==> src/rtl/phy_rx_unstriper.sv <==
// Receive-side lane unstriper: locks onto a run of COM symbols, then deals data bytes
// round-robin into four lanes and pulses each completed (or COM-flushed) word for one cycle.
module phy_rx_unstriper #(
  parameter int            BW         = 8,
  parameter logic [BW-1:0] COM        = 8'hBC,
  parameter int            LOCK_COUNT = 4,
  parameter int            IDLE_MAX   = 8
) (
  input  logic          clk,
  input  logic          reset_L,
  input  logic [BW-1:0] data_in,
  input  logic          valid_in,
  output logic [BW-1:0] Out0,
  output logic [BW-1:0] Out1,
  output logic [BW-1:0] Out2,
  output logic [BW-1:0] Out3,
  output logic          valid0,
  output logic          valid1,
  output logic          valid2,
  output logic          valid3,
  output logic          locked
);

  localparam int CW = $clog2(LOCK_COUNT + 1);
  localparam int IW = $clog2(IDLE_MAX + 1);

  typedef enum logic {SEEK, LOCKED} state_t;

  state_t          state;
  logic [CW-1:0]   com_cnt;
  logic [IW-1:0]   idle_cnt;
  logic [1:0]      lane_ptr;
  logic [BW-1:0]   staging0, staging1, staging2;
  logic [BW-1:0]   out_q [4];
  logic [3:0]      valid_q;
  logic            locked_q;

  assign Out0   = out_q[0];
  assign Out1   = out_q[1];
  assign Out2   = out_q[2];
  assign Out3   = out_q[3];
  assign valid0 = valid_q[0];
  assign valid1 = valid_q[1];
  assign valid2 = valid_q[2];
  assign valid3 = valid_q[3];
  assign locked = locked_q;

  // Lane 3 never needs staging: its byte goes straight from data_in to Out3.
  always_ff @(posedge clk or negedge reset_L) begin
    if (!reset_L) begin
      state    <= SEEK;
      com_cnt  <= '0;
      idle_cnt <= '0;
      lane_ptr <= '0;
      staging0 <= '0;
      staging1 <= '0;
      staging2 <= '0;
      for (int k = 0; k < 4; k++) out_q[k] <= '0;
      valid_q  <= '0;
      locked_q <= 1'b0;
    end else begin
      valid_q <= '0;
      case (state)
        SEEK: begin
          if (valid_in) begin
            if (data_in == COM) begin
              if (com_cnt == CW'(LOCK_COUNT - 1)) begin
                state    <= LOCKED;
                locked_q <= 1'b1;
                com_cnt  <= '0;
                idle_cnt <= '0;
                lane_ptr <= '0;
              end else begin
                com_cnt <= com_cnt + 1'b1;
              end
            end else begin
              com_cnt <= '0;
            end
          end
        end

        LOCKED: begin
          if (valid_in) begin
            idle_cnt <= '0;
            if (data_in != COM) begin
              case (lane_ptr)
                2'd0: staging0 <= data_in;
                2'd1: staging1 <= data_in;
                2'd2: staging2 <= data_in;
                default: begin
                  out_q[0] <= staging0;
                  out_q[1] <= staging1;
                  out_q[2] <= staging2;
                  out_q[3] <= data_in;
                  valid_q  <= 4'hF;
                end
              endcase
              lane_ptr <= lane_ptr + 1'b1;
            end else if (lane_ptr != 2'd0) begin
              // COM mid-word flushes only the lanes already filled.
              out_q[0]   <= staging0;
              valid_q[0] <= 1'b1;
              if (lane_ptr >= 2'd2) begin
                out_q[1]   <= staging1;
                valid_q[1] <= 1'b1;
              end
              if (lane_ptr == 2'd3) begin
                out_q[2]   <= staging2;
                valid_q[2] <= 1'b1;
              end
              lane_ptr <= '0;
            end
          end else begin
            if (idle_cnt == IW'(IDLE_MAX - 1)) begin
              state    <= SEEK;
              locked_q <= 1'b0;
              com_cnt  <= '0;
              idle_cnt <= '0;
              lane_ptr <= '0;
            end else begin
              idle_cnt <= idle_cnt + 1'b1;
            end
          end
        end

        default: state <= SEEK;
      endcase
    end
  end

endmodule

==> config.mk <==
export PLATFORM = sky130hd
export DESIGN_NAME = phy_rx_unstriper
export DESIGN_NICKNAME = d
export VERILOG_FILES = /design/src/rtl/phy_rx_unstriper.sv
export SDC_FILE = /design/constraint.sdc
export NUM_CORES = 1
export LEC_CHECK = 0
export CORE_AREA = 2 2 76 96
export CTS_CLUSTER_SIZE = 40
export DETAILED_ROUTE_END_ITERATION = 8
export DIE_AREA = 0 0 78 98
export PLACE_DENSITY = 0.72
export SLEW_MARGIN = 20
export SYNTH_ARGS = -nofsm -noshare
export SYNTH_HDL_FRONTEND = slang
export SYNTH_SLANG_ARGS = --single-unit
==> constraint.sdc <==
create_clock -name clk -period 5.17 [get_ports clk]
set_input_delay 1.034 -clock clk [delete_from_list [all_inputs] [get_ports clk]]
set_output_delay 1.034 -clock clk [all_outputs]
set_load 0.005 [all_outputs]
==> summary.md <==
The run finished with clean final reports. Data on the critical path is required at its endpoint by 5.40 ns. The signal on the critical path passes through clkdlybuf4s50_1 -> and4b_1 -> a21oi_2 -> a21oi_4 -> mux2_2. Counting along the longest clock path gives a buffer depth of 2. The repair_antennas step left the layout with diodes totalling 0. After detailed routing, the number of remaining DRC violations is 0.

In this run, the number of DRC markers left after iteration 0 of detailed routing was 151. For the total clock buffers created by CTS, the log shows 9. The number of endpoints failing setup at the final stage is 0.

After synthesis, the mean cell area works out to 14.8 µm². The run gives 3690 µm² as the final instance area. Setup total negative slack on the finished layout was measured at 0 ns.

In this run the most critical hold path is launched from com_cnt[1]. The area of the die came out at 7640 µm². The share of Yosys cell area claimed by the top area cell type came out at 60.8%. The worst setup path is captured at a register. The tools report the number of placement rows as 34. Clock skew on the completed layout was measured at 0.00579 ns. The run gives 0 as the number of pins with negative max-slew slack in the final report.

The endpoint arrival time on the critical path is 3.03 ns. The setup path with the least slack is of type in -> reg. The share of synthesized registers carrying an async set or reset was 100%. The tools report the cell chosen for the clock root as sky130_fd_sc_hd__clkbuf_8. The number of top-level design ports was 48.

TritonCTS built the clock tree. The worst register-to-register path begins at lane_ptr[0]. The worst hold path stage count works out to 2. The slowest stage of the critical path belongs to the cell sky130_fd_sc_hd__a21oi_2. The height of the die works out to 98 µm. After global routing the overflow that remains totals 0. Final hold violation count: 0. The worst path uses 54.2% of the clock period.

Worst-margin pin slew: 0.716 ns. Primary flip-flop cell chosen by synthesis mapping: sky130_fd_sc_hd__dfrtp_1. The highest fanout seen on the critical path is 11. Maximum clock frequency: 0.357 GHz.

From left edge to right edge, the die measures 78 µm. The worst register-to-register path has a depth of 5. The biggest area consumer among synthesized cells is sky130_fd_sc_hd__dfrtp_1.

Setup repair after global routing left no endpoint under its margin. The number of hold buffers added after CTS was 0. The core region is 6810 µm².

For this run, the slowest stage of the critical path takes 0.61 ns. The tools report the wire length of the first global-routing pass as 9.23 mm. The via count of the first global-routing pass came out at 1,805.

The max capacitance violation total was 0. The final layout contains 270 nets. The path class of the tightest hold or removal check is reg -> reg. Summed over all layers, the routed wires come to 5.42 mm.

The count of buffers added on input and output ports is 47. By area the synthesized netlist is led by sky130_fd_sc_hd__dfrtp_1 61%, sky130_fd_sc_hd__mux2_2 21%, sky130_fd_sc_hd__ha_1 2.6%. Summing all placed instances gives a cell area of 3480 µm². The area growth from synthesis to layout is 26.1%.

In the synthesized netlist, the number of instances is 198. The tools report the initial core utilization as 42.9%. The count of filler cells inserted in the layout is 596.

The power per cell area was 282 nW/µm². The post-synthesis instance area came out at 2920 µm². The run gives 1.04 mW as the post-route total power. In the final layout, the share of cells above drive strength 1 is 32.2%. For this run, the number of Yosys warnings is 0. The tree built by TritonCTS fans out to 71 sinks.

The critical path startpoint category was a primary input. The overall fraction of global-route tracks in use is 15.9%, and the clock insertion delay at the later pin of the skew report is 0.34 ns. Routability-driven placement finished with a final weighted congestion of 0.735. In this run, distinct cell masters in the synthesized netlist total 34.

The count of flip-flops with a built-in enable after synthesis is 0. The total of flip-flops plus latches after synthesis came out at 71. The post-route minimum period was 2.80 ns; the post-synthesis sequential area ratio was 60.8%. The tools report the total vias in the final route as 1,744.

The worst-case vdd ir drop was 0.191 mV. The path with the worst hold slack has its endpoint at com_cnt[1]. Summed over all nets, the half-perimeter wirelength after detailed placement is 3.82 mm. The H-tree was split into 3 levels. The number of nets in the synthesized netlist is 215. The endpoint identified for the worst register-to-register timing path is Out0[5].

Once detail routing completed, the nets flagged for antenna violations numbered 0. In this run the post-CTS setup repair buffer count came out at 0. Entering global routing, the biggest net connects 56 pins. The run gives 0 as the initial antenna violation count. Measured against its own limit, the worst slew margin works out to 52.3%.

The worst reg-to-reg setup slack was 3.14 ns. After detailed routing, the average wire length per cell comes to 15.6 µm. For this design the static power due to leakage is 1.81 nW. The number of optimization iterations in the first detailed-route pass is 4, and the clock-pin slew on the worst setup and hold paths is 0.07 ns. The post-detailed-route via-to-cell ratio came out at 5.01. After clock tree synthesis, the repair step resized 0 gates.
## logic make-up after synthesis
logic type	Yosys count	share of synthesized area [%]
flip-flops	71	60.8
AND/OR/NAND/NOR	31	6.29
XOR/XNOR	1	0.300
adder cells (fa/ha/maj)	6	2.57
multiplexers	58	22.4
AO/OA/AOI/OAI	20	5.69
buffers and inverters	11	1.97
## synth_stat cells, drive strengths merged (2+ instances only)
cell type and instances:
mux2i 2, nand2 11, ha 6, a22o 3, nor2 3, inv 7
dfrtp 71, a21oi 7, buf 3, mux2 56, o21ai 6, nand3 4
nor2b 2, nor3 2
## metrics by stage
stage,hold WS [ns],std cells,utilization [%],setup WS [ns]
after floorplan,0.453,198,-,2.85
after global routing,0.515,348,54.2,2.27
after detailed placement,0.487,332,51.1,2.00
after global placement,0.471,332,51.1,2.03
final,0.502,348,54.2,2.37
after CTS,0.504,348,54.2,2.36
## flip-flops by register name, summed over array words and instances, names as in the netlist
signal    flops
staging2      8
staging0      8
valid_q       4
Out1          8
Out2          8
state         1
locked        1
idle_cnt      4
lane_ptr      2
Out0          8
Out3          8
staging1      8
com_cnt       3
## final cells by class
class | instances | area [µm²] | share of cell area (%)
flip-flops and latches | 71 | 1780 | 48.2
repair buffers | 48 | 473 | 12.8
clock inverters | 3 | 40.0 | 1.09
inverters | 7 | 26.3 | 0.713
clock buffers | 13 | 169 | 4.58
well taps | 90 | 113 | 3.05
multi-input cells | 116 | 1090 | 29.5
## cells in the final DEF, fill, tap and decap left out, drive strengths merged, types with 2 or more instances in the layout
cell type	instances
dfrtp	71
nor3	2
mux2i	2
buf	2
nor2	3
nand2	11
nor2b	2
inv	7
o21ai	6
clkdlybuf4s50	46
a22o	3
ha	6
mux2	56
clkinv	2
nand3	4
a21oi	7
clkbuf	13
## how the worst max path moves through the flow
| stage | start | endpoint | depth (start not counted) | slack, ns |
|---|---|---|---|---|
| CTS | data_in[6] | Out0[5] | 5 | 2.36 |
| detailed placement | data_in[6] | Out0[5] | 5 | 2.00 |
| global route | valid_in | Out1[0] | 5 | 2.27 |
| global placement | data_in[6] | Out1[5] | 5 | 2.03 |
| finish | data_in[6] | Out0[5] | 5 | 2.37 |
| floorplan | data_in[0] | Out0[0] | 5 | 2.85 |
## metal layers
metal  wire length (µm)  global-route usage (%)  vias up
li1                   -                       -      820
met1               2360                    21.1      874
met2               2750                    24.5       43
met3                226                    4.71        7
met4                 87                    6.48        0
met5                  0                       0        -
## critical path: cells and delay by family
family,cells,cell delay (ns)
AOI/OAI and AO/OA,2,0.76
buffers and inverters,1,0.60
muxes,1,0.32
and+or+nand+nor,1,0.30
## power by group
group	switching [mW]	internal, mW	total (mW)
Sequential	0.0000276	0.555	0.555
Clock	0.196	0.261	0.458
Combinational	0.0183	0.00842	0.0267
Total	0.215	0.825	1.04
Power figures use the tool's default switching activity.
==> RTL change 1, RTL diff (same flow settings) <==
Set the parameter `IDLE_MAX` to 16 (it was 8).
--- a/src/rtl/phy_rx_unstriper.sv
+++ b/src/rtl/phy_rx_unstriper.sv
@@ -4,7 +4,7 @@
   parameter int            BW         = 8,
   parameter logic [BW-1:0] COM        = 8'hBC,
   parameter int            LOCK_COUNT = 4,
-  parameter int            IDLE_MAX   = 8
+  parameter int            IDLE_MAX   = 16
 ) (
   input  logic          clk,
   input  logic          reset_L,
Behaviour: no difference found for any inputs over 10 cycles, from zero or initial values and one cycle with reset_L low; that may be too few to reach the edited logic, so the function may still have changed.
==> RTL change 1 against the unedited design <==
  * Clock skew rose by 0.54 ps
  * Total power fell by 8.5%
  * Combinational power fell by 2%
  * Synthesized area rose by 2.1%
  * Setup slack got worse by 250 ps
  * Die area did not move
  * Wire length rose by 3.6%
  * Design area fell by 0.17%
  * Largest cell class unchanged
  * Sequential cell count rose by 1
  * Highest routed layer unchanged
==> RTL change 1: results (changes against the unedited design) <==
Parameter                              Value

Outcome
  Run status    finished clean

Worst hold path
  Min-Delay Path Depth    1 (-1)
  Kind of path behind the tightest hold check    reg2reg

Finish
  Fill cells    610 (+2.3%)
  Net count, final    278 (+3.0%)
  # diodes    0 (unchanged)
  Share of post-route cells with drive strength above 1    27.7% (-4.5 points)

Global routing
  Number of global-route vias before repair    1906 (+5.6%)
  Pin count of the biggest net entering global routing    38 (-32%)
  Tot GR Track Use    17.0% (+1.1 points)
  First-pass GRT wire length    9.94 mm (+7.7%)

Pwr
  Worst vdd rail ir drop    0.171 mV (-10%)
  Leakage component of the power    1.87 nW (+3.2%)
  Cell internal pwr    0.754 mW (-8.6%)

Synthesis
  Top FF cell, synth    sky130_fd_sc_hd__dfrtp_1
  Post-synthesis cell type count    33 (-2.9%)
  Sequential-to-total area share from yosys stat    60.4% (-0.38 points)
  Post-synthesis net count    224 (+4.2%)
  Count of warnings emitted by yosys    0 (unchanged)
  Most area-consuming cells after synthesis    sky130_fd_sc_hd__dfrtp_1 (60%), sky130_fd_sc_hd__mux2_2 (15%), sky130_fd_sc_hd__mux2_4 (7.0%)
  Ranking of synthesized cells by instance count    sky130_fd_sc_hd__dfrtp_1 (72), sky130_fd_sc_hd__mux2_2 (40), sky130_fd_sc_hd__nand2_1 (17)
  Share of flip-flops with an asynchronous set or reset after synthesis    100% (unchanged)

CTS
  Clock-pin slew on the worst setup and hold paths    60 ps
  Post-CTS setup buffers    0 (unchanged)
  Maximum buffer depth of the clock tree    2 (unchanged)

Setup path
  Max stage delay on crit path    540 ps (-70 ps)
  Cell type of the slowest stage on the worst timing path    sky130_fd_sc_hd__o41a_1
  Critical path peak fanout    11 (unchanged)
  Arrival time at the worst endpoint    3260 ps (+230 ps)
  Cell type group with the largest total delay on the critical path    compound AO/OA/AOI/OAI gates

STA
  Slew at the pin closest to its max-slew limit    808 ps (+92.5 ps)
  Final clock skew    6.33 ps (+0.535 ps)

Detailed routing
  DRC marker count from the first detailed-route iteration    155 (+2.6%)
  Total iterations of the first detailed-routing run    4 (unchanged)
  Per-cell routed wire length    15.9 microns (+1.8%)
  Via count    1766 (+1.3%)

Placement
  Minimum setup slack after placement    1760 ps (-238 ps)
  GP Congestion    0.844 (+15%)
  Buffers on Ports    47 (unchanged)
  Half-perimeter wire length of the detailed placement result    4.13 mm (+8.1%)
[RTL change 1: cell count changes in the layout (fill, tap and decap cells not counted), sizes merged, moves of 3 or more]
cell   change
nand2      +7
nor2       +3
inv        +3
a31oi      +4
a21oi      -4
[RTL change 1: cell type report]
type,count,share of cell area (%)
clock inverter,1,0.136
multi-input combinational,120,29.9
timing repair buffer,48,12.9
tap,90,3.06
inverter,10,1.02
sequential,72,49.0
clock buffer,13,4.05
[RTL change 1: worst paths after layout]
path	endpoint	from	slack, ps
worst max register to register	Out1[6]	lane_ptr[0]	2880
worst max-delay path	Out1[6]	data_in[6]	2120
min in group asynchronous	staging0[5]	reset_L	790
max in group asynchronous	staging1[0]	reset_L	3420
worst min register to register	staging2[2]	staging2[2]	500
worst min-delay path	staging2[2]	staging2[2]	500
[RTL change 1: routing by layer]
metal / part of all wire [%] / global-route usage, % / wire length, microns
met5: 0 / 0 / 0
met4: 1.6 / 9.04 / 91
met3: 4.1 / 3.33 / 231
met2: 48 / 24.3 / 2700
met1: 46 / 24.5 / 2600
[RTL change 1: kinds of logic (layout without fill, tap and decap cells)]
family,count (synthesis),in the layout,share of synthesized area [%]
multiplexers,56,56,22.8
buffers and inverters,15,72,2.68
AND/OR/NAND/NOR,36,36,6.17
XOR/XNOR,1,1,0.294
adder cells (fa/ha/maj),6,6,2.52
AO/OA/AOI/OAI,21,21,5.12
flip-flops,72,72,60.4
[RTL change 1: power groups by stage]
stage / clock, mW / sequential [mW] / combinational, mW
CTS: 0.375 / 0.563 / 0.0274
detailed placement: 0 / 0.574 / 0.0273
global placement: 0 / 0.574 / 0.0267
finish: 0.362 / 0.563 / 0.0262
global route: 0.401 / 0.563 / 0.0302
floorplan: 0 / 0.574 / 0.00284
[RTL change 1: through the flow]
| stage | area [sq um] | power, mW | hold WS (ps) | util [%] | instances |
|---|---|---|---|---|---|
| 2_1_floorplan | 2980 | 0.577 | 467 | - | 207 |
| 3_3_place_gp | 3530 | 0.601 | 485 | 51.8 | 340 |
| 3_5_place_dp | 3530 | 0.601 | 487 | 51.8 | 340 |
| 4_1_cts | 3680 | 0.965 | 503 | 54.1 | 354 |
| 5_1_grt | 3680 | 0.994 | 529 | 54.1 | 354 |
| 6_report | 3680 | 0.952 | 504 | 54.1 | 354 |
==> RTL change 2, RTL diff (same flow settings) <==
Made on the original files. Register the inputs `data_in` and `valid_in` before use. The logic sees them one clock later.
--- a/src/rtl/phy_rx_unstriper.sv
+++ b/src/rtl/phy_rx_unstriper.sv
@@ -25,6 +25,14 @@
   localparam int IW = $clog2(IDLE_MAX + 1);
 
   typedef enum logic {SEEK, LOCKED} state_t;
+
+  logic [BW-1:0] data_q;
+  logic valid_r;
+
+  always_ff @(posedge clk) begin
+    data_q  <= data_in;
+    valid_r <= valid_in;
+  end
 
   state_t          state;
   logic [CW-1:0]   com_cnt;
@@ -62,8 +70,8 @@
       valid_q <= '0;
       case (state)
         SEEK: begin
-          if (valid_in) begin
-            if (data_in == COM) begin
+          if (valid_r) begin
+            if (data_q == COM) begin
               if (com_cnt == CW'(LOCK_COUNT - 1)) begin
                 state    <= LOCKED;
                 locked_q <= 1'b1;
@@ -80,18 +88,18 @@
         end
 
         LOCKED: begin
-          if (valid_in) begin
+          if (valid_r) begin
             idle_cnt <= '0;
-            if (data_in != COM) begin
+            if (data_q != COM) begin
               case (lane_ptr)
-                2'd0: staging0 <= data_in;
-                2'd1: staging1 <= data_in;
-                2'd2: staging2 <= data_in;
+                2'd0: staging0 <= data_q;
+                2'd1: staging1 <= data_q;
+                2'd2: staging2 <= data_q;
                 default: begin
                   out_q[0] <= staging0;
                   out_q[1] <= staging1;
                   out_q[2] <= staging2;
-                  out_q[3] <= data_in;
+                  out_q[3] <= data_q;
                   valid_q  <= 4'hF;
                 end
               endcase
Formal check against the unedited RTL: not equivalent (Yosys sat finds a counterexample within 10 cycles, from zero or initial values and one cycle with reset_L low).
==> RTL change 2 against the unedited design <==
  * Setup slack better by 540 ps
  * Design area up 4.5%
  * Total power up 7.8%
  * Sequential cell count up 9
  * Critical path depth down 4
  * Synthesized cell count up 3.5%
  * Synthesized area up 5.8%
  * Wire length up 1.4%
==> RTL change 2: results (changes against the unedited design) <==
Parameter                              Value

Synthesis
  Post-synthesis net count    222 (+3.3%)
  Multiplexer share of the synthesized area    21.1% (-1.3 points)
  Sequential-to-total area share from yosys stat    63.3% (+2.5 points)
  Fraction of the mapped netlist area in compound gates    5.22% (-0.47 points)
  Ranking of synthesized cells by instance count    sky130_fd_sc_hd__dfrtp_1 (71), sky130_fd_sc_hd__mux2_2 (57), sky130_fd_sc_hd__dfxtp_1 (9)
  Share of flip-flops with an asynchronous set or reset after synthesis    88.8% (-11 points)
  Top FF cell, synth    sky130_fd_sc_hd__dfrtp_1
  Arithmetic-cell share of the synthesized area counting full adders, half adders and majority gates    2.43% (-0.14 points)
  Most area-consuming cells after synthesis    sky130_fd_sc_hd__dfrtp_1 (57%), sky130_fd_sc_hd__mux2_2 (21%), sky130_fd_sc_hd__dfxtp_1 (5.8%)
  XOR/XNOR share of the synthesized area    0.283% (-0.016 points)

Worst hold path
  Critical hold path startpoint    staging1[2]
  Endpoint with the worst hold slack    Out1[2]
  Min-Delay Path Depth    1 (-1)

Setup path
  Destination of the critical timing path    Out3[6]
  Max stage delay on crit path    510 ps (-100 ps)
  Critical path peak fanout    2 (-9)
  Cell type of the slowest stage on the worst timing path    sky130_fd_sc_hd__clkdlybuf4s50_1
  Start point of the critical path    Out3[6]
  Arrival time at the worst endpoint    1230 ps (-1800 ps)
  Cell type group with the largest total delay on the critical path    buffers and inverters
  Worst reg-to-reg setup slack    3200 ps (+60 ps)
  Number of cells traversed by the worst register-to-register path    4 (-1)

Detailed routing
  Per-cell routed wire length    15.5 microns (-0.58%)
  DRC marker count from the first detailed-route iteration    98 (-35%)
  Number of vias per cell    4.99 (-0.45%)

Pwr
  Worst vdd rail ir drop    0.214 mV (+13%)
  Share of power burned in registers    56.7% (+3.3 points)
  Leakage component of the power    1.86 nW (+3.0%)
  Clk pwr    0.465 mW (+2%)

STA
  Worst-case hold slack    505 ps (+2.86 ps)
  Max_slew headroom    41.6% (-11 points)
  Final clock skew    5.06 ps (-0.739 ps)
  Post-route fraction of the period consumed by the critical path    43.7% (-10 points)

Global routing
  Pin count of the biggest net entering global routing    72 (+29%)
  First-pass GRT wire length    9.32 mm (+1.0%)
  Number of global-route vias before repair    1819 (+0.78%)

Finish
  Share of post-route cells with drive strength above 1    31.7% (-0.47 points)
  Net count, final    277 (+2.6%)
  Number of non-filler instances in the completed layout    355 (+2.0%)

Placement
  GP Congestion    0.823 (+12%)
  Half-perimeter wire length of the detailed placement result    3.83 mm (+0.39%)
  Inst Count DP    339 (+2.1%)
  Placed standard-cell area    3650 sq um (+4.9%)

Outcome
  Run status    finished clean
-- RTL change 2: cells by family (layout without fill, tap and decap cells) --
| family | count (synthesis) | count (layout) |
|---|---|---|
| buffers and inverters | 10 | 70 |
| muxes | 58 | 58 |
| and+or+nand+nor | 31 | 31 |
| AOI/OAI and AO/OA | 19 | 19 |
| adders and majority gates | 6 | 6 |
| xor gates and xnor gates | 1 | 1 |
| DFF | 80 | 80 |
-- RTL change 2: area by class of cell --
class / instances / area, sq um / area share [%]
sequential: 80 / 1960 / 50.8
multi-input combinational: 115 / 1080 / 28.1
timing repair buffer: 48 / 473 / 12.3
clock buffer: 12 / 155 / 4.03
tap: 90 / 113 / 2.92
clock inverter: 4 / 51.3 / 1.33
inverter: 6 / 22.5 / 0.585
-- RTL change 2: routing by layer --
layer,track usage (%),share of wire (%),vias to the layer above
met1,21.6,45,888
met4,6.07,1.3,0
met5,0,0,-
met2,24.5,50,35
met3,4.62,3.3,5
li1,-,-,843
